===== src/rtl/shift_clock_scheduler_pkg.sv =====
// Shared types and defaults for the per-bit backscatter shift clock.
// Imported by the scheduler top and its half-period divider.
package shift_clock_scheduler_pkg;

    typedef enum logic {
        ST_IDLE  = 1'b0,
        ST_SHIFT = 1'b1
    } state_t;

    localparam logic [11:0] DEF_HALF    = 12'd49;
    localparam logic [15:0] DEF_BIT_LEN = 16'd399;

endpackage


===== src/rtl/shift_clock_scheduler_half_period_divider.sv =====
// Runtime-limit half-period divider driving the shift clock.
// Clock level is kept across phase resets so bit boundaries stay glitch-free.
module half_period_divider
    import shift_clock_scheduler_pkg::*;
#(
    parameter int CNT_W = 12
) (
    input  logic             clock_in,
    input  logic             reset,
    input  logic [CNT_W-1:0] half_lim,
    input  logic             run,
    input  logic             phase_rst,
    output logic             clock_out
);

    logic [CNT_W-1:0] div_cnt;
    logic             hit;

    assign hit = (div_cnt == half_lim);

    // Leaving run parks the output low; a toggle due at a phase reset still fires.
    always_ff @(posedge clock_in) begin
        if (reset || !run) begin
            div_cnt   <= '0;
            clock_out <= 1'b0;
        end else begin
            if (hit) begin
                clock_out <= ~clock_out;
            end
            if (hit || phase_rst) begin
                div_cnt <= '0;
            end else begin
                div_cnt <= div_cnt + 1'b1;
            end
        end
    end

endmodule


===== src/rtl/shift_clock_scheduler.sv =====
// Serializes bytes MSB first, shaping the shift clock per bit value.
// Config is latched per byte; back-to-back bytes continue clock phase.
module shift_clock_scheduler
    import shift_clock_scheduler_pkg::*;
#(
    parameter int CNT_W  = 12,
    parameter int BLEN_W = 16
) (
    input  logic              clock_in,
    input  logic              reset,
    input  logic [CNT_W-1:0]  cfg_half0,
    input  logic [CNT_W-1:0]  cfg_half1,
    input  logic [BLEN_W-1:0] cfg_bit_len,
    input  logic [7:0]        data_in,
    input  logic              data_valid,
    output logic              data_ready,
    input  logic              abort,
    output logic              clock_out,
    output logic              bit_out,
    output logic              busy,
    output logic              byte_done
);

    state_t            state;
    state_t            state_n;
    logic [7:0]        shreg;
    logic [CNT_W-1:0]  half0_q;
    logic [CNT_W-1:0]  half1_q;
    logic [CNT_W-1:0]  half_sel;
    logic [BLEN_W-1:0] bit_len_q;
    logic [BLEN_W-1:0] bit_cnt;
    logic [2:0]        bit_idx;
    logic              last_cycle;
    logic              byte_end;
    logic              accept;
    logic              run;

    always_ff @(posedge clock_in) begin
        if (reset) begin
            state <= ST_IDLE;
        end else begin
            state <= state_n;
        end
    end

    always_comb begin
        last_cycle = (state == ST_SHIFT) && (bit_cnt == bit_len_q);
        byte_end   = last_cycle && (bit_idx == 3'd0);
        data_ready = !abort && ((state == ST_IDLE) || byte_end);
        accept     = data_valid && data_ready;
        half_sel   = bit_out ? half1_q : half0_q;
        state_n    = state;
        run        = 1'b0;
        unique case (state)
            ST_IDLE: begin
                if (accept) begin
                    state_n = ST_SHIFT;
                end
            end
            ST_SHIFT: begin
                if (abort || (byte_end && !accept)) begin
                    state_n = ST_IDLE;
                end else begin
                    run = 1'b1;
                end
            end
        endcase
    end

    assign busy = (state == ST_SHIFT);

    always_ff @(posedge clock_in) begin
        if (reset) begin
            shreg     <= '0;
            half0_q   <= '0;
            half1_q   <= '0;
            bit_len_q <= '0;
            bit_cnt   <= '0;
            bit_idx   <= '0;
            bit_out   <= 1'b0;
            byte_done <= 1'b0;
        end else if (abort) begin
            bit_cnt   <= '0;
            bit_idx   <= '0;
            bit_out   <= 1'b0;
            byte_done <= 1'b0;
        end else begin
            byte_done <= byte_end;
            if (accept) begin
                shreg     <= data_in;
                half0_q   <= cfg_half0;
                half1_q   <= cfg_half1;
                bit_len_q <= cfg_bit_len;
                bit_cnt   <= '0;
                bit_idx   <= 3'd7;
                bit_out   <= data_in[7];
            end else if (state == ST_SHIFT) begin
                if (byte_end) begin
                    bit_cnt <= '0;
                end else if (last_cycle) begin
                    bit_cnt <= '0;
                    bit_idx <= bit_idx - 3'd1;
                    bit_out <= shreg[bit_idx - 3'd1];
                end else begin
                    bit_cnt <= bit_cnt + 1'b1;
                end
            end
        end
    end

    half_period_divider #(
        .CNT_W(CNT_W)
    ) u_div (
        .clock_in (clock_in),
        .reset    (reset),
        .half_lim (half_sel),
        .run      (run),
        .phase_rst(last_cycle),
        .clock_out(clock_out)
    );

endmodule


===== config.mk =====
export PLATFORM = sky130hd
export DESIGN_NAME = shift_clock_scheduler
export DESIGN_NICKNAME = d
export VERILOG_FILES = /design/src/rtl/shift_clock_scheduler_pkg.sv /design/src/rtl/shift_clock_scheduler_half_period_divider.sv /design/src/rtl/shift_clock_scheduler.sv
export SDC_FILE = /design/constraint.sdc
export NUM_CORES = 1
export LEC_CHECK = 0
export ABC_AREA = 1
export CORE_UTILIZATION = 30
export CTS_BUF_LIST = sky130_fd_sc_hd__clkbuf_4 sky130_fd_sc_hd__clkbuf_8
export DETAILED_ROUTE_END_ITERATION = 8
export DONT_BUFFER_PORTS = 1
export GPL_TIMING_DRIVEN = 0
export PLACE_DENSITY = 0.52
export SLEW_MARGIN = 30
export SYNTH_ARGS = -nofsm -noshare
export SYNTH_HDL_FRONTEND = slang
export SYNTH_SLANG_ARGS = --single-unit

===== constraint.sdc =====
create_clock -name clock_in -period 2.7 [get_ports clock_in]
set_input_delay 0.27 -clock clock_in [delete_from_list [all_inputs] [get_ports clock_in]]
set_output_delay 0.27 -clock clock_in [all_outputs]
set_load 0.01 [all_outputs]

==> reports/results.tsv <==
metric	value	unit
outcome	finished clean	
share of synthesized registers carrying an async set or reset	0	
maximum number of pins on one net before global-route repair	14	
most frequent standard cell in the layout excluding fill and tap cells	sky130_fd_sc_hd__nand2_1	
share of layout cells above drive strength 1	0.0675	
Worst Path Max Fanout	10	
number of inserted filler cells in the final layout	1410	
number of detailed-routing iterations run before antenna repair	5	
minimum setup slack after placement	253	ps
number of buffers created by CTS	9	
total number of vias	3525	
post-synthesis instance total	591	
remaining number of nets flagged by the antenna check after routing	0	
count of buffers added by post-CTS timing repair for setup	0	
Rel. slew slack	0.622	
Crit Path Class	reg2reg	
CTS H-tree depth	3	
number of ports placed on the die boundary	57	
standby leakage power	1.76	nW
number of DRC violations after detailed routing	0	
area leader, netlist	sky130_fd_sc_hd__dfxtp_1	
count of yosys warnings during synthesis	0	
primary flip-flop cell chosen by synthesis mapping	sky130_fd_sc_hd__dfxtp_1	
total negative setup slack	0	ps
via count of the first global-routing pass	3405	
Total Die Area	13800	um2
clk_lat worst skew	360	ps
Max Cap Violations	0	
Setup crit start kind	flop	
count of clock tree sinks	83	
final worst setup slack	380	ps
routed wirelength normalized by instance count	13.0	um
crit path DAT	2580	ps
IO buf count	0	
grt total ovfl	0	
detailed-placement wirelength estimate	7680	um
distinct cell type count of the synthesized netlist	27	
iteration-0 DRC count of the detailed router	233	
ranking of synthesized cells by area	sky130_fd_sc_hd__dfxtp_1 (42%), sky130_fd_sc_hd__nand2_1 (21%), sky130_fd_sc_hd__a21oi_1 (7.0%)	
clock input transition at the sequential cells of the worst setup and hold paths	80	ps
final cycle utilization of the critical path	0.859	
number of antenna repair diodes	0	
maximum clock insertion buffer count	2	
crit path time final	2320	ps
Die Y	117	um
netlist area before placement	3990	um2
Final Max Slew Viols	0	
area grow syn2layout	12.4	%
final setup violating endpoints	0	
worst hold slack	35.0	ps
weighted congestion at the end of routability-driven global placement	0.875	
total global routing track utilization	0.156	
die outline width	117	um
most frequent cells in the layout	sky130_fd_sc_hd__nand2_1 (223), sky130_fd_sc_hd__dfxtp_1 (83), sky130_fd_sc_hd__nor2_1 (56), sky130_fd_sc_hd__a21oi_1 (56), sky130_fd_sc_hd__inv_1 (42)	
transition time at the pin with the least slew margin	568	ps
number of placed instances with taps included	763	
Highest Clock Rate	431	MHz
type of destination of the critical path	flop	
total wirelength of the detailed-routed design	10100	um
final clock skew	9.33	ps
power density normalized to cell area	613	nW/um2
number of enable flip-flop cells after synthesis	0	
final hold violation count	0	
number of register bits inferred by synthesis	83	
Avg Inst Size Synth	6.76	um2
setup repair after global routing missed its margin	no	
global-route wire length before repair	16900	um
fraction of synthesized cell area taken by the top area cell type	0.416	
final net count	658	
Vias/cell	4.53	
type of the most critical hold path	in2reg	
number of nets produced by synthesis	647	
Starting Density	0.313	
Peak supply drop	0.343	mV
sequential cell area fraction in the yosys report	0.416	
total power	2.75	mW
initial antenna violation count	0	
Site Rows	41	
CP required	2960	ps
TritonCTS clock tree	done	
number of cells in the finished layout apart from fillers	779	
area of the core	12800	um2
CTS Root Buffer Type	sky130_fd_sc_hd__clkbuf_8	
==> metal layers <==
| layer | global-route usage | vias to the layer above | routed length [um] |
|---|---|---|---|
| met5 | 0 | - | 0 |
| met4 | 0.0519 | 0 | 98 |
| met3 | 0.0443 | 6 | 410 |
| met2 | 0.253 | 67 | 4750 |
| met1 | 0.199 | 1572 | 4840 |
| li1 | - | 1880 | - |
==> sequential cells by signal, indices dropped and copies added, names as in the netlist <==
register and flops:
bit_cnt 16, bit_idx 3, bit_len_q 16, bit_out 1
busy 1, byte_done 1, half0_q 12, half1_q 12
shreg 8, u_div.clock_out 1, u_div.div_cnt 12
==> timing repair <==
item | 4_1_cts | 5_1_grt
setup endpoints to repair | 0 | 10
resized for setup | 0 | 2
hold buffers | 0 | 0
==> cells in the mapped netlist, drive strengths merged (2+ instances only) <==
library cell / count
nand4: 6
clkbuf: 12
or2: 2
ha: 4
nor2: 57
nand3b: 4
inv: 52
dfxtp: 83
a21oi: 56
xor2: 24
o21ai: 13
nand2: 224
nand3: 18
buf: 8
nor3: 15
o211ai: 3
xnor2: 5
==> power by group <==
part | switching, mW | leakage, nW | internal [mW] | total, mW
Combinational | 0.154 | 0.946 | 0.0830 | 0.237
Sequential | 0.0267 | 0.674 | 1.26 | 1.29
Clock | 0.458 | 0.140 | 0.770 | 1.23
==> per-stage QoR <==
step	cell area, um2	utilization
after floorplan	3990	-
after CTS	4490	0.351
after global placement	4210	0.329
after detailed placement	4210	0.329
after global routing	4490	0.351
final	4490	0.351
==> worst paths after layout <==
| kind | start | endpoint | slack, ps | depth (start not counted) |
|---|---|---|---|---|
| worst min-delay path | data_valid | busy | 30 | 2 |
| worst max-delay path | busy | bit_cnt[13] | 380 | 9 |
| worst max register to register | busy | bit_cnt[13] | 380 | 9 |
| worst min register to register | half1_q[7] | half1_q[7] | 470 | 2 |
==> cells by family (layout without fill, tap and decap cells) <==
family / after synthesis / in the layout / synth area share
compound gates: 75 / 75 / 0.100
xor+xnor: 29 / 29 / 0.0636
fa+ha+maj: 4 / 4 / 0.0125
buf+inv: 73 / 89 / 0.0758
flops: 83 / 83 / 0.416
simple gates: 327 / 327 / 0.332
==> critical path, stage by stage, from the launching register on <==
cell and delay [ps]:
sky130_fd_sc_hd__dfxtp_1 390, sky130_fd_sc_hd__buf_2 260, sky130_fd_sc_hd__clkinv_1 300, sky130_fd_sc_hd__nor2_1 310
sky130_fd_sc_hd__nand2_1 130, sky130_fd_sc_hd__nor2_1 220, sky130_fd_sc_hd__inv_1 90, sky130_fd_sc_hd__nor3_1 250
sky130_fd_sc_hd__xor2_1 190, sky130_fd_sc_hd__nor2_1 60
==> layout make-up <==
type	count	area, um2	area share
multi-input cells	435	2030	0.452
flip-flops and latches	83	1660	0.370
well taps	172	215	0.0480
inverters	53	199	0.0443
clock buffers	12	159	0.0354
clock inverters	4	120	0.0268
plain buffers	20	105	0.0234
No activity file was read; power rests on OpenSTA's default activity.
